File: config.mk
export PLATFORM = sky130hd
export DESIGN_NAME = conv_window_addr_gen
export DESIGN_NICKNAME = d
export VERILOG_FILES = /design/src/rtl/cnn_pkg.sv /design/src/rtl/wrap_counter.sv /design/src/rtl/conv_window_addr_gen.sv
export SDC_FILE = /design/constraint.sdc
export NUM_CORES = 1
export LEC_CHECK = 0
export ABC_AREA = 0
export ABC_CLOCK_PERIOD_IN_PS = 5900
export BUFFER_PORTS_ARGS = -buffer_cell sky130_fd_sc_hd__buf_2
export CELL_PAD_IN_SITES_DETAIL_PLACEMENT = 2
export CELL_PAD_IN_SITES_GLOBAL_PLACEMENT = 2
export CORE_MARGIN = 2
export CORE_UTILIZATION = 36
export CTS_BUF_LIST = sky130_fd_sc_hd__clkbuf_2 sky130_fd_sc_hd__clkbuf_4 sky130_fd_sc_hd__clkbuf_8
export CTS_CLUSTER_SIZE = 25
export DETAILED_ROUTE_END_ITERATION = 6
export PLACE_DENSITY = 0.89
export SLEW_MARGIN = 30
export SYNTH_ARGS = -nofsm -noshare
export SYNTH_HDL_FRONTEND = slang
export SYNTH_SLANG_ARGS = --single-unit
File: constraint.sdc
create_clock -name iCLK -period 5.9 [get_ports iCLK]
set_clock_uncertainty 0.2 [all_clocks]
set_input_delay 0.295 -clock iCLK [delete_from_list [all_inputs] [get_ports iCLK]]
set_output_delay 0.295 -clock iCLK [all_outputs]
set_load 0.02 [all_outputs]
File: src/rtl/cnn_pkg.sv
`default_nettype none
// cnn_pkg: shared FSM encoding and geometry helpers for the CNN read-address generators.
// Rev 1.0
package cnn_pkg;

    typedef enum logic [1:0] {
        IDLE = 2'd0,
        RUN  = 2'd1,
        DONE = 2'd2
    } state_e;

    // Pooled output side; remainders of both divisions are dropped.
    function automatic int out_dim(input int w, input int k, input int s, input int p);
        return ((w - k) / s + 1) / p;
    endfunction

    function automatic int cnt_width(input int m);
        return (m > 1) ? $clog2(m) : 1;
    endfunction

    // Highest address a bank-1 walk can produce must fit in aw bits.
    function automatic bit addr_fits(input int w, input int h, input int k, input int s,
                                     input int p, input int c, input int bank_stride,
                                     input int aw);
        int ow;
        int oh;
        longint max_addr;
        ow = out_dim(w, k, s, p);
        oh = out_dim(h, k, s, p);
        max_addr = longint'(bank_stride) + longint'((c - 1) * w * h)
                 + longint'((s * (p * (oh - 1) + p - 1) + k - 1) * w)
                 + longint'(s * (p * (ow - 1) + p - 1) + k - 1);
        return max_addr < (longint'(1) << aw);
    endfunction

endpackage
`default_nettype wire

File: src/rtl/wrap_counter.sv
`default_nettype none
// wrap_counter: modulo-MOD counter with synchronous clear; carry_o fires on an enabled terminal count.
// Rev 1.0
module wrap_counter #(
    parameter int WIDTH = 4,
    parameter int MOD   = 10
) (
    input  logic             clk_i,
    input  logic             rst_i,
    input  logic             en_i,
    input  logic             clr_i,
    output logic [WIDTH-1:0] cnt_o,
    output logic             carry_o
);
    localparam logic [WIDTH-1:0] LAST = WIDTH'(MOD - 1);

    logic [WIDTH-1:0] cnt_q;
    logic [WIDTH-1:0] cnt_d;

    assign carry_o = en_i & (cnt_q == LAST);

    always_comb begin
        cnt_d = cnt_q;
        if (clr_i) begin
            cnt_d = '0;
        end else if (carry_o) begin
            cnt_d = '0;
        end else if (en_i) begin
            cnt_d = cnt_q + 1'b1;
        end
    end

    always_ff @(posedge clk_i) begin
        if (rst_i) begin
            cnt_q <= '0;
        end else begin
            cnt_q <= cnt_d;
        end
    end

    // Exposes the post-update count so a downstream register lines up with this one.
    assign cnt_o = cnt_d;

endmodule
`default_nettype wire

File: src/rtl/conv_window_addr_gen.sv
`default_nettype none
// conv_window_addr_gen: walks KxK windows over PxP pool groups, repeats and channels,
// emitting one feature-SRAM read address plus MAC/pool tags per accepted beat. Rev 1.0
module conv_window_addr_gen
    import cnn_pkg::*;
#(
    parameter int W           = 14,
    parameter int H           = 18,
    parameter int K           = 3,
    parameter int S           = 1,
    parameter int P           = 2,
    parameter int C           = 1,
    parameter int NREP        = 1,
    parameter int BANK_STRIDE = 252,
    parameter int AW          = 9
) (
    input  logic          iCLK,
    input  logic          iRST,
    input  logic          iSTART,
    input  logic          iBANK,
    input  logic          iREADY,
    output logic [AW-1:0] oADDR,
    output logic          oVLD,
    output logic          oTAP_FIRST,
    output logic          oTAP_LAST,
    output logic          oPOOL_LAST,
    output logic          oBUSY,
    output logic          oDONE
);
    localparam int OW  = out_dim(W, K, S, P);
    localparam int OH  = out_dim(H, K, S, P);
    localparam int XW  = AW + 4;
    localparam int KW  = cnt_width(K);
    localparam int CW  = cnt_width(C);
    localparam int PW  = cnt_width(P);
    localparam int RW  = cnt_width(NREP);
    localparam int OXW = cnt_width(OW);
    localparam int OYW = cnt_width(OH);

    localparam logic [XW-1:0] PLANE = XW'(W * H);
    localparam logic [XW-1:0] ROW   = XW'(W);
    localparam logic [XW-1:0] STR   = XW'(S);
    localparam logic [XW-1:0] POOL  = XW'(P);

    if (OW < 1 || OH < 1) begin : g_empty_map
        $error("conv_window_addr_gen: geometry yields an empty pooled output map");
    end
    if (!addr_fits(W, H, K, S, P, C, BANK_STRIDE, AW)) begin : g_addr_overflow
        $error("conv_window_addr_gen: bank-1 address range exceeds AW bits");
    end

    state_e        state_q, state_d;
    logic [AW-1:0] base_q, base_d;
    logic [AW-1:0] addr_q, addr_d;
    logic          vld_q, first_q, last_q, plast_q, busy_q, done_q;
    logic          first_d, last_d, plast_d;
    logic          start, beat;

    logic [KW-1:0]  kx, ky;
    logic [CW-1:0]  ch;
    logic [PW-1:0]  px, py;
    logic [RW-1:0]  rep_unused;
    logic [OXW-1:0] ox;
    logic [OYW-1:0] oy;
    logic carry_kx, carry_ky, carry_ch, carry_px, carry_py, carry_rep, carry_ox, carry_oy;

    logic [XW-1:0] addr_full;
    logic [3:0]    addr_hi_unused;

    assign start = (state_q == IDLE) & iSTART;
    assign beat  = vld_q & iREADY;

    wrap_counter #(.WIDTH(KW),  .MOD(K))    u_kx  (.clk_i(iCLK), .rst_i(iRST), .en_i(beat),      .clr_i(start), .cnt_o(kx),         .carry_o(carry_kx));
    wrap_counter #(.WIDTH(KW),  .MOD(K))    u_ky  (.clk_i(iCLK), .rst_i(iRST), .en_i(carry_kx),  .clr_i(start), .cnt_o(ky),         .carry_o(carry_ky));
    wrap_counter #(.WIDTH(CW),  .MOD(C))    u_ch  (.clk_i(iCLK), .rst_i(iRST), .en_i(carry_ky),  .clr_i(start), .cnt_o(ch),         .carry_o(carry_ch));
    wrap_counter #(.WIDTH(PW),  .MOD(P))    u_px  (.clk_i(iCLK), .rst_i(iRST), .en_i(carry_ch),  .clr_i(start), .cnt_o(px),         .carry_o(carry_px));
    wrap_counter #(.WIDTH(PW),  .MOD(P))    u_py  (.clk_i(iCLK), .rst_i(iRST), .en_i(carry_px),  .clr_i(start), .cnt_o(py),         .carry_o(carry_py));
    wrap_counter #(.WIDTH(RW),  .MOD(NREP)) u_rep (.clk_i(iCLK), .rst_i(iRST), .en_i(carry_py),  .clr_i(start), .cnt_o(rep_unused), .carry_o(carry_rep));
    wrap_counter #(.WIDTH(OXW), .MOD(OW))   u_ox  (.clk_i(iCLK), .rst_i(iRST), .en_i(carry_rep), .clr_i(start), .cnt_o(ox),         .carry_o(carry_ox));
    wrap_counter #(.WIDTH(OYW), .MOD(OH))   u_oy  (.clk_i(iCLK), .rst_i(iRST), .en_i(carry_ox),  .clr_i(start), .cnt_o(oy),         .carry_o(carry_oy));

    always_comb begin
        state_d = state_q;
        base_d  = base_q;
        case (state_q)
            IDLE: begin
                if (iSTART) begin
                    state_d = RUN;
                    base_d  = iBANK ? AW'(BANK_STRIDE) : '0;
                end
            end
            RUN:     if (carry_oy) state_d = DONE;
            DONE:    state_d = IDLE;
            default: state_d = IDLE;
        endcase

        // Counters feed in post-update, so the registered outputs describe the beat on the bus.
        addr_full = XW'(base_d) + XW'(ch) * PLANE
                  + (STR * (POOL * XW'(oy) + XW'(py)) + XW'(ky)) * ROW
                  + STR * (POOL * XW'(ox) + XW'(px)) + XW'(kx);
        {addr_hi_unused, addr_d} = addr_full;

        first_d = (kx == '0) & (ky == '0) & (ch == '0);
        last_d  = (kx == KW'(K - 1)) & (ky == KW'(K - 1)) & (ch == CW'(C - 1));
        plast_d = last_d & (px == PW'(P - 1)) & (py == PW'(P - 1));

        if (state_d != RUN) begin
            addr_d  = '0;
            first_d = 1'b0;
            last_d  = 1'b0;
            plast_d = 1'b0;
        end
    end

    always_ff @(posedge iCLK) begin
        if (iRST) begin
            state_q <= IDLE;
            base_q  <= '0;
            addr_q  <= '0;
            vld_q   <= 1'b0;
            first_q <= 1'b0;
            last_q  <= 1'b0;
            plast_q <= 1'b0;
            busy_q  <= 1'b0;
            done_q  <= 1'b0;
        end else begin
            state_q <= state_d;
            base_q  <= base_d;
            addr_q  <= addr_d;
            vld_q   <= (state_d == RUN);
            first_q <= first_d;
            last_q  <= last_d;
            plast_q <= plast_d;
            busy_q  <= (state_d != IDLE);
            done_q  <= (state_d == DONE);
        end
    end

    assign oADDR      = addr_q;
    assign oVLD       = vld_q;
    assign oTAP_FIRST = first_q;
    assign oTAP_LAST  = last_q;
    assign oPOOL_LAST = plast_q;
    assign oBUSY      = busy_q;
    assign oDONE      = done_q;

endmodule
`default_nettype wire

Word-level counts from Yosys, hierarchy flattened. Index checks and enable logic that the tools add are counted.

Register bits: 40. Input port bits: 5. Output and inout port bits: 15. Word-level logic and storage cells: 96.

Add/subtract/negate cells: 15. Multiply operators: 2. Equal/unequal tests: 10. Multiplexer cells: 27. Bitwise logic cells: 19. Reductions and logical operators: 6.

Operators by type and width (count): 9-bit adder (2); 3-bit 2-to-1 mux (6); 9-bit 2-to-1 mux (2); 1-bit AND (16); 2-bit 2-to-1 mux (8); 4-bit by 1-bit adder with 5-bit output (2); 2-bit == test (second input constant) (5); 9-bit by 2-bit adder with 9-bit output (1); 9-bit by 5-bit adder with 9-bit output (1); 1-bit 2-to-1 mux (9); 6-bit by 3-bit multiplier with 8-bit output (second input constant) (1); 8-bit 2-to-1 mux (1); 1-bit by 6-bit multiplier with 7-bit output (second input constant) (1); 3-bit by 1-bit adder with 3-bit output (second input constant) (2); 5-bit by 2-bit adder with 6-bit output (1); 3-bit == test (second input constant) (2); 2-bit zero test (3); 1-bit adder (second input constant) (4); 2-bit by 1-bit adder with 2-bit output (second input constant) (2); 2-bit by 1-bit == test with 1-bit output (second input constant) (2); 2-bit case mux with 2 select lines (1); 1-bit inverter (3); 3-bit OR reduction (1); 2-bit by 1-bit != test with 1-bit output (second input constant) (1); other kinds (2) (2).

Longest topological paths before layout. Gate-level depths: netlist of run 1.

Depth after elaboration: 17. Mapped depth: 28. Mapped depth without buffers: 28.

By module. Synthesis of run 1 repeated with hierarchy kept, for this count alone.

Cells, all modules: 249. Area total of the unflattened synthesis: 2524.9 µm².

Modules (own cells, without submodules): conv_window_addr_gen (times used 1, cells an instance 169, area each 1730.4 µm², seq. area each 520.5 µm²); wrap_counter at u_kx ... (times used 2, cells an instance 13, area each 122.6 µm², seq. area each 40.0 µm²); wrap_counter at u_ox (times used 1, cells an instance 19, area each 178.9 µm², seq. area each 60.1 µm²); wrap_counter at u_oy (times used 1, cells an instance 19, area each 170.2 µm², seq. area each 60.1 µm²); wrap_counter at u_px ... (times used 2, cells an instance 4, area each 51.3 µm², seq. area each 20.0 µm²); wrap_counter at u_ch ... (times used 2, cells an instance 4, area each 48.8 µm², seq. area each 20.0 µm²).

Worst setup path after synthesis of run 1. Ideal clock, no wire load.

Kind: register -> register. From: register u_kx.cnt_q[0]. To: register addr_q[8] (netlist: oADDR[8]). Library setup time: 0.072 ns. Arrival time: 5.565 ns. Data required time: 5.628 ns. Path slack: 0.063 ns. Cell stages (with the launch flop): 25. Buffers on the path: 0. Clock period less this slack: 5.837 ns. Cells stage by stage: dfxtp_1 inv_1 ha_1 nand4_1 nor2_1 ha_1 ha_1 nand4b_4 nor3_1 o21ai_0 fa_1 xnor2_4 fa_1 ha_1 inv_1 fa_1 inv_1 fa_1 ha_1 ha_1 nor2b_1 o21ai_0 a21oi_1 or3_1 mux2i_1.

Word-level cells in the longest chain between the ends: 17. Elaborated cells on any way between the ends: 44. Those cells by class: add/sub: 8; mul: 2; eq/ne: 2; mux: 23; bitwise: 8; reduce/logical: 1.

RTL lines: start: declaration (RTL line wrap_counter.sv:17) `logic [WIDTH-1:0] cnt_q;`; start signal: assignment (RTL line wrap_counter.sv:37) `cnt_q <= cnt_d;`; 2-bit == test (RTL line wrap_counter.sv:20) `assign carry_o = en_i & (cnt_q == LAST);`; 1-bit AND (7 in a row) (RTL line wrap_counter.sv:20); 3-bit 2-to-1 mux or 1-bit AND (tied branches) (RTL line wrap_counter.sv:28, wrap_counter.sv:20); 3-bit 2-to-1 mux (RTL line wrap_counter.sv:26) `end else if (carry_o) begin`; 3-bit 2-to-1 mux (RTL line wrap_counter.sv:24) `if (clr_i) begin`; 4-bit by 1-bit adder with 5-bit output (RTL line conv_window_addr_gen.sv:99) `+ (STR * (POOL * XW'(oy) + XW'(py)) + XW'(ky)) * ROW`; 5-bit by 2-bit adder with 6-bit output (RTL line conv_window_addr_gen.sv:99); 6-bit by 3-bit multiplier with 8-bit output (RTL line conv_window_addr_gen.sv:99); 9-bit adder (RTL line conv_window_addr_gen.sv:99); 9-bit by 5-bit adder with 9-bit output (RTL line conv_window_addr_gen.sv:100) `+ STR * (POOL * XW'(ox) + XW'(px)) + XW'(kx);`; 9-bit by 2-bit adder with 9-bit output (RTL line conv_window_addr_gen.sv:100); end signal: assignment (RTL line conv_window_addr_gen.sv:129) `addr_q <= addr_d;`; end: declaration (RTL line conv_window_addr_gen.sv:54) `logic [AW-1:0] addr_q, addr_d;`.

Several ways; a longest one is shown, not always the timed one. A chain may end at the register's enable or synchronous reset.

Worst setup path after layout of run 1.
From: register u_ky.cnt_q[0]. To: register addr_q[8] (netlist: oADDR[8]).

Word-level cells in the longest chain between the ends: 16. Elaborated cells on any way between the ends: 40. Those cells by class: add/sub: 8; mul: 2; eq/ne: 2; mux: 20; bitwise: 7; reduce/logical: 1.

RTL lines: start: declaration (RTL line wrap_counter.sv:17); start signal: assignment (RTL line wrap_counter.sv:37); 2-bit == test (*) (RTL line wrap_counter.sv:20); 1-bit AND (*) (6 in a row) (RTL line wrap_counter.sv:20); 3-bit 2-to-1 mux or 1-bit AND (tied branches) (RTL line wrap_counter.sv:28, wrap_counter.sv:20); 3-bit 2-to-1 mux (*) (RTL line wrap_counter.sv:26); 3-bit 2-to-1 mux (*) (RTL line wrap_counter.sv:24); net oy[0] (RTL line conv_window_addr_gen.sv:64) `logic [OYW-1:0] oy;`; 4-bit by 1-bit adder with 5-bit output (*) (RTL line conv_window_addr_gen.sv:99); 5-bit by 2-bit adder with 6-bit output (*) (RTL line conv_window_addr_gen.sv:99); 6-bit by 3-bit multiplier with 8-bit output (*) (RTL line conv_window_addr_gen.sv:99); 9-bit adder (*) (RTL line conv_window_addr_gen.sv:99); 9-bit by 5-bit adder with 9-bit output (*) (RTL line conv_window_addr_gen.sv:100); 9-bit by 2-bit adder with 9-bit output (*) (RTL line conv_window_addr_gen.sv:100).

Mark *: on every way through the listed nets, which the timed path passes. The rest lies on a longest branch.

==> impl_metrics.yaml, run 1 <==
critical_path:
  slowest_delay_ns: 0.57
  worstSetupStartpointType: "register"
  cpLargestDelayFamily: "adder cells"
  worst_path_arrival_time_ns: 5.90
  worst_setup_path_end_kind: "register"
  timing.critical_path.slowest_stage_cell: "fa_1"
  critPathRequiredTime_ns: 5.93
  worstSetupPathType: "reg2reg"
  path_max_fanout: 4
  critical_path_buf_inv_count: 2
  critPathMostFrequentCell: "ha_4"
  regToRegSetupSlack_ns: 0.03
place:
  port-buffer-count: 19
  hpwlAfterDp_um: 6030
  gp_congestion: 0.759
  post-place-ws_ns: -0.544
  dp.cells: 407
yosys:
  postSynth.topFlopCell: "dfxtp_1"
  yosys.cell_types.count: 46
  yosysWarnings: 0
  synthesis.instances: 273
  mappedNetlistArea_um2: 2560
  synth_edf_count: 0
  synth.avg_cell_area_um2: 9.38
  synth_nets: 321
  async_reset_ff_share_pct: 0
  ys_ff_latch: 40
  ys_seq_area_share_pct: 31.3
sta:
  timing.final.ws_setup_ns: 0.0292
  timing_worst_slew_pin_value_ns: 0.621
  max_slew_margin_pct: 58.6
  final_period_util_pct: 99.5
  max_clock_freq_ghz: 0.170
  hold_viol: 0
  hold-worst-slack_ns: 0.247
  post-route-min-period_ns: 5.87
  finalSetupViolCount: 0
  grt_setup_unrepaired: "yes"
  drv_slew: 0
die:
  core.rowCount: 30
  initial_core_util_pct: 37.5
  design.portCount: 20
  die-width_um: 88.3
  coreArea_um2: 6830
  design.die.area_um2: 7800
  die_height_um: 88.3
clock_network:
  worstSkewPairLatency_ns: 0.29
  clock_tree.htree_level_count: 2
  cts_hold_buffers: 0
  cts.sink_count: 40
  ctsRootBufferMaster: "clkbuf_8"
  clock_slew_seen_by_the_registers_of_the_worst_setup_and_hold_paths_ns: 0.09
  numCtsBuffers: 5
  ctsLongestPathBuffers: 2
  clock_tree_from_tritoncts: "done"
cells_and_area:
  post_route_cells_drive_above_1_share_pct: 31.9
  synthToLayoutAreaGrowth_pct: 29.9
  final-instance-count-excl-fill: 419
  nNetsFinal: 370
  antenna_cells_inserted: 0
global_route:
  first_global_vias: 2458
  antenna_violations_before_repair: 0
  grt_max_degree: 25
  first_pass_grt_wire_length_um: 13400
  track_usage_pct: 23.1
  grt-ovfl-total: 0
job:
  cap_violations: 0
routing:
  drt_iter0_markers: 72
  detail_route.vias_per_cell: 5.06
  vias: 2122
  total_wirelength_um: 8480
  wl_per_cell_um: 20.2
  firstDrtPassIters: 4
  drtAntennaViolNets: 0
  route.detailed.drc: 0
power:
  p_leak_nw: 1.55
  vdd_ir_max_uv: 88.0
  report.power.total_uw: 585
  power_density_nw_per_um2: 176
run_status:
  outcome: "complete, no violations"
min_path:
  hold_class: "in2reg"
cells by family after synthesis:
logic type               Yosys count  synth area share [%]
AND/OR/NAND/NOR                   96                  21.0
adder cells (fa/ha/maj)           43                  25.4
AO/OA/AOI/OAI                     41                  10.1
flip-flops                        40                  31.3
buffers and inverters             37                  5.57
XOR/XNOR                          10                  4.15
multiplexers                       6                  2.54
stage by stage:
stage	TNS (ns)	area, µm²	util (%)
floorplan	0	2560	-
detailed placement	-1.27	2940	43.0
global placement	-0.0177	2940	43.0
global route	-0.285	3320	48.7
finish	0	3320	48.7
CTS	0	3260	47.7
final timing paths:
| check | end | startpoint | cells after the start |
|---|---|---|---|
| worst min register to register | base_q[1] | base_q[1] | 2 |
| worst max register to register | oADDR[8] | u_ky.cnt_q[0] | 27 |
| worst max-delay path | oADDR[8] | u_ky.cnt_q[0] | 27 |
| worst min-delay path | u_kx.cnt_q[1] | iRST | 2 |
layout make-up:
| class | instances | area (µm²) |
|---|---|---|
| Fill cell | 730 | 3510 |
| Multi-Input combinational cell | 196 | 1860 |
| Sequential cell | 40 | 802 |
| Timing Repair Buffer | 48 | 313 |
| Tap cell | 96 | 120 |
| Inverter | 31 | 116 |
| Clock buffer | 5 | 68.8 |
| Clock inverter | 3 | 42.5 |
repair_timing:
| action | in CTS | in global routing |
|---|---|---|
| endpoints found under the setup margin | 5 | 3 |
| resized for setup | 35 | 8 |
| pin swaps | 20 | 17 |
| setup buffers | 2 | 3 |
Yosys cell counts, types with 2 or more instances:
master / n / area [µm²]
xor2_1: 4 / 35.0
nand2b_1: 4 / 25.0
clkbuf_1: 3 / 11.3
dfxtp_1: 40 / 801
nor2b_1: 7 / 43.8
mux2i_1: 4 / 40.0
buf_2: 3 / 15.0
xnor2_1: 5 / 43.8
a21o_1: 9 / 67.6
a211oi_1: 2 / 15.0
o21ai_0: 11 / 55.1
and2_1: 7 / 43.8
nor3b_2: 2 / 25.0
nand3_1: 3 / 15.0
nor4b_1: 2 / 17.5
ha_1: 28 / 350
fa_1: 15 / 300
inv_1: 30 / 113
a21oi_1: 13 / 65.1
nor3_1: 12 / 60.1
or3_1: 3 / 18.8
nor2_1: 27 / 101
nand2_1: 16 / 60.1
flip-flops by register name, summed over array words and instances (netlist names), 2 cells and up:
name / flops
base_q: 9
oADDR: 9
u_ox.cnt_q: 3
u_oy.cnt_q: 3
state_q: 2
u_kx.cnt_q: 2
u_ky.cnt_q: 2
power breakdown:
group,leakage (nW),internal (mW),switching [mW]
Sequential,0.325,0.277,0.00281
Clock,0.0541,0.125,0.107
Combinational,1.17,0.0280,0.0441
layout by cell type, fill, tap and decap left out, types with 3 or more instances in the layout:
| cell | instances |
|---|---|
| buf_4 | 29 |
| and2_1 | 6 |
| ha_1 | 12 |
| ha_2 | 4 |
| inv_1 | 27 |
| a21oi_1 | 10 |
| nor2_1 | 27 |
| nand3_1 | 3 |
| xnor2_1 | 4 |
| clkbuf_8 | 5 |
| dfxtp_1 | 39 |
| o21ai_0 | 7 |
| nor2b_1 | 6 |
| xor2_1 | 4 |
| ha_4 | 12 |
| nor3_1 | 10 |
| mux2i_1 | 4 |
| fa_1 | 13 |
| buf_2 | 19 |
| inv_2 | 4 |
| nand2_1 | 16 |
| a21o_1 | 9 |
| nand2b_1 | 4 |
layer usage:
metal | vias to the layer above | global-route usage (%) | wire, µm
met3 | 16 | 2.80 | 154
met4 | 0 | 6.75 | 249
met1 | 1071 | 26.3 | 3440
met2 | 35 | 44.9 | 4630
met5 | - | 0 | 0
li1 | 1000 | - | -
Power figures use the tool's default switching activity.
==> run 2, diff against run 1 <==
CORE_UTILIZATION = 34   (was 36)
CTS_BUF_LIST = sky130_fd_sc_hd__clkbuf_4 sky130_fd_sc_hd__clkbuf_8 sky130_fd_sc_hd__clkbuf_16   (was sky130_fd_sc_hd__clkbuf_2 sky130_fd_sc_hd__clkbuf_4 sky130_fd_sc_hd__clkbuf_8)
PLACE_DENSITY = 0.85   (was 0.89)
SLEW_MARGIN = 25   (was 30)
==> impl_metrics.yaml, run 2 (synthesis gave the netlist of run 1 again) <==
die:
  die_height_um: 90.8
  design.die.area_um2: 8240
  core.rowCount: 31
  initial_core_util_pct: 35.3
  design.portCount: 20
  coreArea_um2: 7250
  die-width_um: 90.8
cells_and_area:
  nNetsFinal: 404
  final-instance-count-excl-fill: 456
  postLayoutCellArea_um2: 3680
  final_cell_mix: "61 x buf_4, 36 x dfxtp_1, 26 x nor2_1"
  post_route_cells_drive_above_1_share_pct: 44.3
  antenna_cells_inserted: 0
  final_util_pct: 50.7
  layout.cells.most_common: "buf_4"
  synthToLayoutAreaGrowth_pct: 43.6
clock_network:
  numCtsBuffers: 5
  ctsRootBufferMaster: "clkbuf_8"
  cts_hold_buffers: 0
  clock_slew_seen_by_the_registers_of_the_worst_setup_and_hold_paths_ns: 0.10
  cts.sink_count: 40
  ctsLongestPathBuffers: 2
  clock_tree_from_tritoncts: "done"
  worstSkewPairLatency_ns: 0.32
  clock_tree.htree_level_count: 2
global_route:
  grt_max_degree: 25
  first_global_vias: 2714
  grt-ovfl-total: 0
  track_usage_pct: 25.1
  antenna_violations_before_repair: 0
  first_pass_grt_wire_length_um: 15400
place:
  gp_congestion: 0.782
  post-place-ws_ns: -0.572
  hpwlAfterDp_um: 5550
  placedInstanceArea_um2: 2950
  port-buffer-count: 19
  dp.cells: 411
sta:
  timing.final.ws_setup_ns: -0.233
  max_clock_freq_ghz: 0.163
  final_period_util_pct: 104
  hold_viol: 0
  drv_slew: 0
  grt_setup_unrepaired: "yes"
  max_slew_margin_pct: 61.8
  setup_total_negative_slack_ns: -0.311
  finalSetupViolCount: 2
  timing_worst_slew_pin_value_ns: 0.572
  post-route-min-period_ns: 6.13
routing:
  drtAntennaViolNets: 0
  vias: 2363
  total_wirelength_um: 11000
  drt_iter0_markers: 62
  firstDrtPassIters: 4
  detail_route.vias_per_cell: 5.18
  route.detailed.drc: 0
  wl_per_cell_um: 24.2
power:
  p_leak_nw: 1.72
  power_density_nw_per_um2: 168
  vdd_ir_max_uv: 120
  power.switching_fraction_pct: 27.9
  combPwrFrac_pct: 12.9
  cellInternalPower_uw: 446
  p_seq_share_pct: 45.4
  share_clk_of_total_power_pct: 41.8
  switching_power_uw: 172
critical_path:
  worst_path_arrival_time_ns: 6.16
  timing.critical_path.slowest_stage_cell: "fa_1"
  slowest_delay_ns: 0.46
  critPathMostFrequentCell: "ha_4"
  worstSetupStartpointType: "register"
  critPathRequiredTime_ns: 5.93
  path_max_fanout: 3
  worst_setup_path_end_kind: "register"
  worstSetupPathType: "reg2reg"
run_status:
  outcome: "finished, violations left"
  failing_checks: "setup timing"
min_path:
  hold_class: "in2reg"
job:
  cap_violations: 0
## run 2: cell count changes in the layout (fill, tap and decap cells not counted), moves of 3 or more
cell	previous run	this run
inv_1	27	21
inv_2	4	8
a21oi_2	2	5
dfxtp_2	1	4
dfxtp_1	39	36
buf_4	29	61
## run 2: worst paths after layout
kind | startpoint | end | slack, ns | depth (start not counted)
max | u_ky.cnt_q[0] | oADDR[8] | -0.23 | 30
min | iRST | base_q[0] | 0.25 | 2
max reg2reg | u_ky.cnt_q[0] | oADDR[8] | -0.23 | 30
min reg2reg | base_q[0] | base_q[0] | 0.32 | 2
## run 2: per-stage QoR
stage | total power, mW | hold slack (ns)
after floorplan | 0.325 | 0.167
after global placement | 0.346 | 0.245
after detailed placement | 0.349 | 0.269
after CTS | 0.599 | 0.247
after global routing | 0.635 | 0.254
final | 0.618 | 0.249
## run 2: final cells by class
cell class / count / area [µm²]
clock inverter: 2 / 38.8
timing repair buffer: 82 / 576
clock buffer: 6 / 82.6
inverter: 31 / 121
fill: 760 / 3580
tap: 99 / 124
sequential: 40 / 806
multi-input combinational: 196 / 1930
## run 2: timing repair
action	in CTS	in global routing
setup buffers	26	12
gates resized for setup	36	35
pin swaps	27	33
hold endpoints to repair	0	0
setup endpoints to repair	4	5
## run 2: power groups by stage
stage                     Sequential (mW)  Combinational (mW)  Clock [mW]
after detailed placement            0.286              0.0634           0
after global placement              0.286              0.0601           0
after CTS                           0.280              0.0691       0.249
final                               0.280              0.0797       0.258
after global routing                0.281              0.0856       0.268
after floorplan                     0.291              0.0338           0
## run 2: per-layer routing
| layer | global-route usage, % | part of all wire, % |
|---|---|---|
| met4 | 8.71 | 5.3 |
| met5 | 0 | 0 |
| met2 | 52.2 | 56 |
| met3 | 3.59 | 2.0 |
| met1 | 24.5 | 36 |
## run 2: worst max-delay path, delay by kind of cell, from the launching register on
kind                     cells  cell delay [ns]
buffers and inverters        5             0.50
XOR/XNOR                     1             0.20
AO/OA/AOI/OAI                4             0.48
multiplexers                 1             0.21
flip-flops                   1             0.34
AND/OR/NAND/NOR             10             1.83
adder cells (fa/ha/maj)      9             2.30
==> run 3, diff against run 2 <==
ABC_AREA = 1   (was 0)
CORE_UTILIZATION = 33   (was 34)
==> impl_metrics.yaml, run 3 <==
place:
  dp.cells: 435
  placedInstanceArea_um2: 2950
  hpwlAfterDp_um: 5670
  gp_congestion: 0.762
  port-buffer-count: 19
cells_and_area:
  final-instance-count-excl-fill: 459
  nNetsFinal: 404
  postLayoutCellArea_um2: 3470
  post_route_cells_drive_above_1_share_pct: 41.5
  final_cell_mix: "37 x inv_1, 37 x dfxtp_1, 34 x nand2_1"
  synthToLayoutAreaGrowth_pct: 35.1
  antenna_cells_inserted: 0
die:
  coreArea_um2: 7650
  die-width_um: 92.3
  die_height_um: 92.3
  initial_core_util_pct: 33.6
  core.rowCount: 32
  design.die.area_um2: 8510
  design.portCount: 20
critical_path:
  critPathRequiredTime_ns: 5.92
  worstSetupPathType: "reg2reg"
  worstSetupStartpointType: "register"
  timing.critical_path.slowest_stage_cell: "fa_1"
  path_max_fanout: 4
  worst_setup_path_end_kind: "register"
  critPathMostFrequentCell: "inv_2"
  slowest_delay_ns: 0.55
  worst_path_arrival_time_ns: 6.00
yosys:
  synthXorXnorAreaFrac_pct: 4.82
  synth_simple_gate_area_share_pct: 24.2
  post-synth-top-count-cell: "inv_1"
  largest_family_of_logic_cells_by_synthesized_area: "adder cells"
  synth_top_area_share_pct: 31.1
  synth.area.top_cells: "dfxtp_1 31%, ha_1 14%, fa_1 12%"
  mappedNetlistArea_um2: 2570
  post_synth_fa_ha_maj_area_fraction_pct: 25.3
  postSynth.topFlopCell: "dfxtp_1"
  synth.avg_cell_area_um2: 8.57
  ys_seq_area_share_pct: 31.1
  ys_ff_latch: 40
  yosys.cell_types.count: 34
  yosysWarnings: 0
  synthesis.instances: 300
  synthDominantAreaCellType: "dfxtp_1"
  synth_edf_count: 0
  synth_nets: 348
  synthTopCellsByCount: "47 x inv_1, 40 x dfxtp_1, 38 x nand2_1, 33 x nor2_1, 28 x ha_1"
  synth-compound-area-share_pct: 5.99
  async_reset_ff_share_pct: 0
  muxShareOfSynthArea_pct: 0
routing:
  vias: 2237
  drt_iter0_markers: 36
  wl_per_cell_um: 20.7
  total_wirelength_um: 9520
  detail_route.vias_per_cell: 4.87
  drtAntennaViolNets: 0
  firstDrtPassIters: 4
  route.detailed.drc: 0
power:
  p_seq_share_pct: 46.1
  share_clk_of_total_power_pct: 40.1
  combPwrFrac_pct: 13.8
  power.switching_fraction_pct: 28.5
  cellInternalPower_uw: 435
  vdd_ir_max_uv: 93.7
  p_leak_nw: 1.63
  switching_power_uw: 174
  power_density_nw_per_um2: 175
  report.power.total_uw: 609
clock_network:
  ctsRootBufferMaster: "clkbuf_8"
  clock_slew_seen_by_the_registers_of_the_worst_setup_and_hold_paths_ns: 0.10
  worstSkewPairLatency_ns: 0.31
  numCtsBuffers: 5
  cts.sink_count: 40
  cts_hold_buffers: 0
  clock_tree_from_tritoncts: "done"
  clock_tree.htree_level_count: 2
  ctsLongestPathBuffers: 2
sta:
  max_slew_margin_pct: 58.4
  post-route-min-period_ns: 5.98
  timing_worst_slew_pin_value_ns: 0.625
  max_clock_freq_ghz: 0.167
  final_period_util_pct: 101
  grt_setup_unrepaired: "yes"
  hold_viol: 0
  drv_slew: 0
  finalSetupViolCount: 2
  timing.final.ws_setup_ns: -0.0827
  hold-worst-slack_ns: 0.208
global_route:
  grt-ovfl-total: 0
  antenna_violations_before_repair: 0
  first_pass_grt_wire_length_um: 14300
  grt_max_degree: 28
  first_global_vias: 2603
  track_usage_pct: 22.8
run_status:
  failing_checks: "setup timing"
  outcome: "finished, violations left"
job:
  cap_violations: 0
min_path:
  hold_class: "in2reg"
==> run 3: cell types whose count changed after synthesis, sizes merged, moves of 6 or more <==
cell / previous run / this run
inv: 31 / 54
nor2: 27 / 38
nand2: 17 / 51
a21o: 9 / 2
nor3: 12 / 6
and2: 8 / 0
nor2b: 7 / 0
nand3: 3 / 18
==> run 3: final timing paths <==
kind | cells after the start | slack, ns | from | endpoint
setup / recovery | 34 | -0.08 | u_kx.cnt_q[0] | oADDR[8]
hold / removal | 4 | 0.21 | iSTART | u_py.cnt_q
setup reg to reg | 34 | -0.08 | u_kx.cnt_q[0] | oADDR[8]
hold reg to reg | 2 | 0.29 | base_q[8] | base_q[8]
==> run 3: metrics by stage <==
stage	setup WS, ns	setup TNS (ns)	utilization, %
floorplan	0.0150	0	-
finish	-0.0827	-0.136	45.4
global placement	0.0410	0	38.6
CTS	0.00674	0	42.8
detailed placement	-0.185	-0.371	38.6
global route	-0.336	-0.752	45.4
==> run 3: timing repair <==
action	4_1_cts	5_1_grt
pin swaps	26	33
setup buffers	7	9
gates cloned	0	0
gates resized for setup	28	31
endpoints found under the hold margin	0	0
endpoints found under the setup margin	4	5
==> run 3: layer usage <==
metal | vias to the layer above | share of wire, % | track usage, % | wire length, µm
met5 | - | 0 | 0 | 0
met2 | 40 | 56 | 43.4 | 5310
met4 | 0 | 4.3 | 10.7 | 405
li1 | 1049 | - | - | -
met3 | 22 | 1.7 | 3.53 | 165
met1 | 1126 | 38 | 24.3 | 3640
==> run 3: critical path: cells and delay by family (launching register included) <==
family,cells,cell delay (ns)
buffers and inverters,7,0.43
DFF,1,0.33
adders and majority gates,10,3.11
xor gates and xnor gates,4,0.65
AOI/OAI and AO/OA,1,0.05
and+or+nand+nor,12,1.11
==> run 3: cells by family after synthesis <==
group,after synthesis
xor gates and xnor gates,12
DFF,40
AOI/OAI and AO/OA,27
and+or+nand+nor,120
buffers and inverters,58
adders and majority gates,43
==> run 3: final cells by class <==
type	instances	area, µm²
Clock buffer	5	68.8
Clock inverter	3	46.3
Fill cell	833	4170
Inverter	54	208
Multi-Input combinational cell	202	1860
Sequential cell	40	805
Tap cell	102	128
Timing Repair Buffer	53	358
==> run 3: power groups by stage <==
| stage | clock, mW | sequential (mW) | combinational [mW] |
|---|---|---|---|
| 4_1_cts | 0.248 | 0.280 | 0.0751 |
| 5_1_grt | 0.261 | 0.281 | 0.0911 |
| 2_1_floorplan | 0 | 0.291 | 0.0370 |
| 6_report | 0.244 | 0.280 | 0.0841 |
| 3_3_place_gp | 0 | 0.285 | 0.0614 |
| 3_5_place_dp | 0 | 0.286 | 0.0659 |
